**src/rtl/id_hazard_ctrl.sv**
```systemverilog
// ID-stage interlock controller. Tracks the destination registers of the
// instructions in EX, MEM and WB, stalls IF/ID on read-after-write hazards,
// injects bubbles into EX and, when a forwarding datapath exists, selects
// the bypass source for each EX operand.
module id_hazard_ctrl #(
    parameter int unsigned FORWARD = 1,
    parameter int unsigned CNT_W   = 16
) (
    input  logic             clk,
    input  logic             rst_n,
    input  logic             i_id_valid,
    input  logic [4:0]       i_id_rs,
    input  logic [4:0]       i_id_rt,
    input  logic             i_id_use_rs,
    input  logic             i_id_use_rt,
    input  logic             i_id_reg_write,
    input  logic [4:0]       i_id_dest,
    input  logic             i_id_is_load,
    input  logic             i_flush,
    output logic             o_stall,
    output logic             o_bubble,
    output logic [1:0]       o_fwd_a,
    output logic [1:0]       o_fwd_b,
    output logic [CNT_W-1:0] o_stall_cnt
);

    // Bypass source encoding seen by the EX operand muxes.
    localparam logic [1:0] FWD_RF  = 2'd0;
    localparam logic [1:0] FWD_MEM = 2'd1;  // EX/MEM pipeline register
    localparam logic [1:0] FWD_WB  = 2'd2;  // MEM/WB pipeline register
    localparam logic [1:0] FWD_WBV = 2'd3;  // value being written back

    // One in-flight instruction as far as hazards are concerned.
    typedef struct packed {
        logic       v;
        logic       we;
        logic [4:0] dest;
        logic       ld;
    } rec_t;

    rec_t r_ex;
    rec_t r_mem;
    rec_t r_wb;
    rec_t w_ex_next;

    logic [CNT_W-1:0] r_cnt;

    logic w_ex_rs;
    logic w_ex_rt;
    logic w_mem_rs;
    logic w_mem_rt;
    logic w_wb_rs;
    logic w_wb_rt;
    logic w_hazard;
    logic w_stall;
    logic w_bubble;
    logic w_unused_wb_ld;

    // True when a record will write the register this source operand reads.
    // $0 is hard-wired to zero, so it never produces a dependency.
    function automatic logic f_match(input rec_t rec, input logic [4:0] src,
                                     input logic use_src);
        return rec.v & rec.we & (rec.dest != 5'd0) & (rec.dest == src) & use_src;
    endfunction

    // Youngest producer wins: EX over MEM over WB.
    function automatic logic [1:0] f_sel(input logic m_ex, input logic m_mem,
                                         input logic m_wb);
        logic [1:0] sel;
        sel = FWD_RF;
        if (m_ex) begin
            sel = FWD_MEM;
        end else if (m_mem) begin
            sel = FWD_WB;
        end else if (m_wb) begin
            sel = FWD_WBV;
        end
        return sel;
    endfunction

    assign w_ex_rs  = f_match(r_ex,  i_id_rs, i_id_use_rs);
    assign w_ex_rt  = f_match(r_ex,  i_id_rt, i_id_use_rt);
    assign w_mem_rs = f_match(r_mem, i_id_rs, i_id_use_rs);
    assign w_mem_rt = f_match(r_mem, i_id_rt, i_id_use_rt);
    assign w_wb_rs  = f_match(r_wb,  i_id_rs, i_id_use_rs);
    assign w_wb_rt  = f_match(r_wb,  i_id_rt, i_id_use_rt);

    // Hazard detection: with bypassing only a load in EX blocks the consumer;
    // without it any pending producer does, including WB because the register
    // file is written on the edge that closes WB while reads are combinational.
    always_comb begin
        w_hazard = 1'b0;
        if (FORWARD != 0) begin
            w_hazard = r_ex.ld & (w_ex_rs | w_ex_rt);
        end else begin
            w_hazard = w_ex_rs | w_ex_rt | w_mem_rs | w_mem_rt | w_wb_rs | w_wb_rt;
        end
    end

    // A redirect kills the ID instruction, so there is nothing left to hold.
    assign w_stall  = i_id_valid & w_hazard & ~i_flush;
    assign w_bubble = w_stall | i_flush | ~i_id_valid;

    assign o_stall     = w_stall;
    assign o_bubble    = w_bubble;
    assign o_stall_cnt = r_cnt;

    // Forward selects for the ID instruction; registered by ID/EX downstream.
    always_comb begin
        o_fwd_a = FWD_RF;
        o_fwd_b = FWD_RF;
        if (FORWARD != 0) begin
            o_fwd_a = f_sel(w_ex_rs, w_mem_rs, w_wb_rs);
            o_fwd_b = f_sel(w_ex_rt, w_mem_rt, w_wb_rt);
        end
    end

    // Next EX record: a bubble enters as an all-zero record.
    always_comb begin
        w_ex_next = '0;
        if (!w_bubble) begin
            w_ex_next = rec_t'{
                v:    1'b1,
                we:   i_id_reg_write,
                dest: i_id_dest,
                ld:   i_id_is_load
            };
        end
    end

    // Record pipeline advances unconditionally; MEM and WB drain during stalls.
    always_ff @(posedge clk or negedge rst_n) begin
        if (!rst_n) begin
            r_ex  <= '0;
            r_mem <= '0;
            r_wb  <= '0;
        end else begin
            r_wb  <= r_mem;
            r_mem <= r_ex;
            r_ex  <= w_ex_next;
        end
    end

    // Saturating count of stalled cycles.
    always_ff @(posedge clk or negedge rst_n) begin
        if (!rst_n) begin
            r_cnt <= '0;
        end else if (w_stall && (r_cnt != {CNT_W{1'b1}})) begin
            r_cnt <= r_cnt + CNT_W'(1);
        end
    end

    // The load flag is irrelevant once an instruction has reached WB.
    assign w_unused_wb_ld = r_wb.ld;

endmodule

```
**config.mk**
```make
export PLATFORM = sky130hd
export DESIGN_NAME = id_hazard_ctrl
export DESIGN_NICKNAME = d
export VERILOG_FILES = /design/src/rtl/id_hazard_ctrl.sv
export SDC_FILE = /design/constraint.sdc
export NUM_CORES = 1
export LEC_CHECK = 0
export BUFFER_PORTS_ARGS = -buffer_cell sky130_fd_sc_hd__buf_2
export CAP_MARGIN = 40
export CORE_MARGIN = 3
export CORE_UTILIZATION = 37
export DETAILED_ROUTE_END_ITERATION = 10
export PLACE_DENSITY = 0.7
export SYNTH_ARGS = -nofsm -noshare
export SYNTH_HDL_FRONTEND = slang
export SYNTH_SLANG_ARGS = --single-unit
```
**constraint.sdc**
```tcl
create_clock -name clk -period 2.25 [get_ports clk]
set_input_delay 0.45 -clock clk [delete_from_list [all_inputs] [get_ports clk]]
set_output_delay 0.45 -clock clk [all_outputs]
set_load 0.01 [all_outputs]
```
==> results.toml <==
[die]
core-area_um2 = 4820
placementRows = 25
die_area_um2 = 5970
die_w_um = 77.3
die_h_um = 77.3
initial_utilization = 0.390
ios = 45

[layout]
multi_input_area_um2 = 1000
fillers = 440
antenna_cells = 0
drive_gt1_frac = 0.388
final_cell_count_no_fill = 309
area_growth_pct = 35.3
final_cell_mix = "45 x buf_2, 38 x dfrtp_1, 28 x xnor2_1"
final_common_cell = "buf_2"
final-seq-area_um2 = 951
nNetsFinal = 265

[sta]
hold_violations = 0
fmax_mhz = 415
finalSetupViolations = 6
fin_ws_ns = -0.158
finClkSkew_ns = 0.00807
slew_violations = 0
period_share = 1.07
worstMarginPinSlew_ns = 0.840
rsz0062_at_grt = "yes"
maxSlewHeadroom = 0.435
tns_ns = -0.594
period_minus_slack_ns = 2.41

[setup_path]
crit_family = "simple AND/OR/NAND/NOR gates"
cp_slowest_cell = "or4_4"
startpoint_type = "flip-flop"
cp_cell_sequence = "or4_4 > o211ai_1 > buf_4 > nor3_4 > a31oi_2 > a21oi_2 > buf_2"
cp_data_required_time_ns = 1.80
crit_fanout = 2
crit_arrival_ns = 1.96
cp.buffers_inverters = 2
critical_path_class = "reg2out"
end_kind = "output port"
critical_path.max_stage_delay_ns = 0.54

[pwr]
p_per_area_nw_per_um2 = 517
max-vdd-ir-drop_v = 0.000269
power.leakage_nw = 1.24

[logic_synthesis]
synth_area_um2 = 1880
syn-num-nets = 193
synth_cells = 169
yosys_warnings = 0
ys_ff_latch = 38
ys_types = 33
yosysSeqAreaShare = 0.506
avgSynthCellArea_um2 = 11.1

[clock_tree]
clk_pin_slew_ns = 0.07
cts_root_buffer = "clkbuf_8"
htreeDepth = 2
cts_made_buffers = 5
clk_latency_ns = 0.29
cts-hold-fix-buffers = 0
cts_tree = "done"
cts_buffer_depth = 2
clock_sinks = 38

[outcome]
violations = "setup timing"
outcome = "finished, violations left"

[drt]
drt_iter0_drc = 85
detail_route.first_pass.iterations = 4
ant_nets = 0
drc = 0
viasPerCell = 4.95
num_vias = 1529
wire_per_inst_um = 14.4
wirelength_um = 4460

[global_route]
antenna_found_initial = 0
grt_pass1_vias = 1571
track_usage = 0.157
grt_max_degree = 39
grt_first_pass_wirelength_um = 7500
grt_overflow = 0

[place]
hpwl_um = 3250
io_buffers = 44
gp_congestion = 0.781
dp.cells = 290

[worst_hold_path]
hp-class = "in2async"

[job]
drv_cap = 0
synth_stat cells (all sizes together):
library cell / count / area share
nand2: 11 / 0.022
nor2: 7 / 0.014
and3: 9 / 0.033
nand3: 6 / 0.016
dfrtp: 38 / 0.51
a31oi: 2 / 0.0067
xnor2: 30 / 0.14
buf: 1 / 0.0060
mux2: 3 / 0.020
nand4: 8 / 0.027
o21ai: 4 / 0.017
or3: 4 / 0.013
nor3: 8 / 0.027
inv: 5 / 0.010
and2: 1 / 0.0033
o311a: 1 / 0.0053
ha: 1 / 0.0067
nor4: 4 / 0.013
or4: 3 / 0.014
o31ai: 1 / 0.0040
o211ai: 3 / 0.012
nor3b: 1 / 0.0040
xor2: 13 / 0.061
nor2b: 1 / 0.0033
nor4b: 1 / 0.0080
a21oi: 2 / 0.0053
or2: 1 / 0.0033
timing repair:
action,CTS,global route
cloned,0,1
endpoints found under the setup margin,6,13
buffers inserted,10,0
pin swaps,12,10
gates resized for setup,3,19
registers in the layout, summed over array words and instances, names as in the netlist:
register     cells
r_wb             7
o_stall_cnt     16
r_mem            7
r_ex             8
through the flow:
stage | setup WS, ns | total power, W | hold slack [ns] | util | cell area, um^2
global route | -0.249 | 0.00137 | 0.320 | 0.528 | 2540
finish | -0.158 | 0.00132 | 0.259 | 0.528 | 2540
CTS | -0.166 | 0.00133 | 0.282 | 0.505 | 2430
detailed placement | 0.0422 | 0.000844 | 0.369 | 0.468 | 2260
floorplan | 0.192 | 0.000780 | 0.154 | - | 1880
global placement | 0.0653 | 0.000841 | 0.370 | 0.468 | 2260
final timing paths:
path                       depth (start not counted)  startpoint  slack, ns         endpoint
setup / recovery                                   7    r_mem[2]      -0.16       o_fwd_a[1]
hold / removal                                     1       rst_n       0.26  o_stall_cnt[12]
setup reg to reg                                   9     r_ex[2]       0.04   o_stall_cnt[5]
hold reg to reg                                    0     r_ex[7]       0.39         r_mem[7]
max in group asynchronous                          1       rst_n       1.46          r_ex[4]
min in group clk                                   0     r_ex[7]       0.39         r_mem[7]
logic make-up (layout without fill, tap and decap cells):
kind of cell	Yosys count	after routing	share of synthesized area
xor gates and xnor gates	43	43	0.200
and+or+nand+nor	65	65	0.202
DFF	38	38	0.506
AOI/OAI and AO/OA	13	13	0.0499
adders and majority gates	1	1	0.00665
buffers and inverters	6	79	0.0160
muxes	3	3	0.0200
layer usage:
layer / share of wire / vias up / wire (um) / track usage
met2: 0.52 / 30 / 2330 / 0.268
met3: 0.032 / 8 / 141 / 0.0258
met5: 0 / - / 0 / 0
li1: - / 737 / - / -
met4: 0.016 / 0 / 72 / 0.0623
met1: 0.43 / 754 / 1910 / 0.196
final cells by class:
class / instances / area share
clock buffer: 7 / 0.0339
timing repair buffer: 66 / 0.155
sequential: 38 / 0.374
inverter: 5 / 0.00738
tap: 67 / 0.0330
multi-input combinational: 125 / 0.395
clock inverter: 1 / 0.00197
report_power, final:
part           internal (W)  switching, W
clock              0.000247      0.000223
sequential         0.000699     0.0000141
combinational     0.0000662     0.0000664
Note: power is estimated with default switching activity, not from simulation.
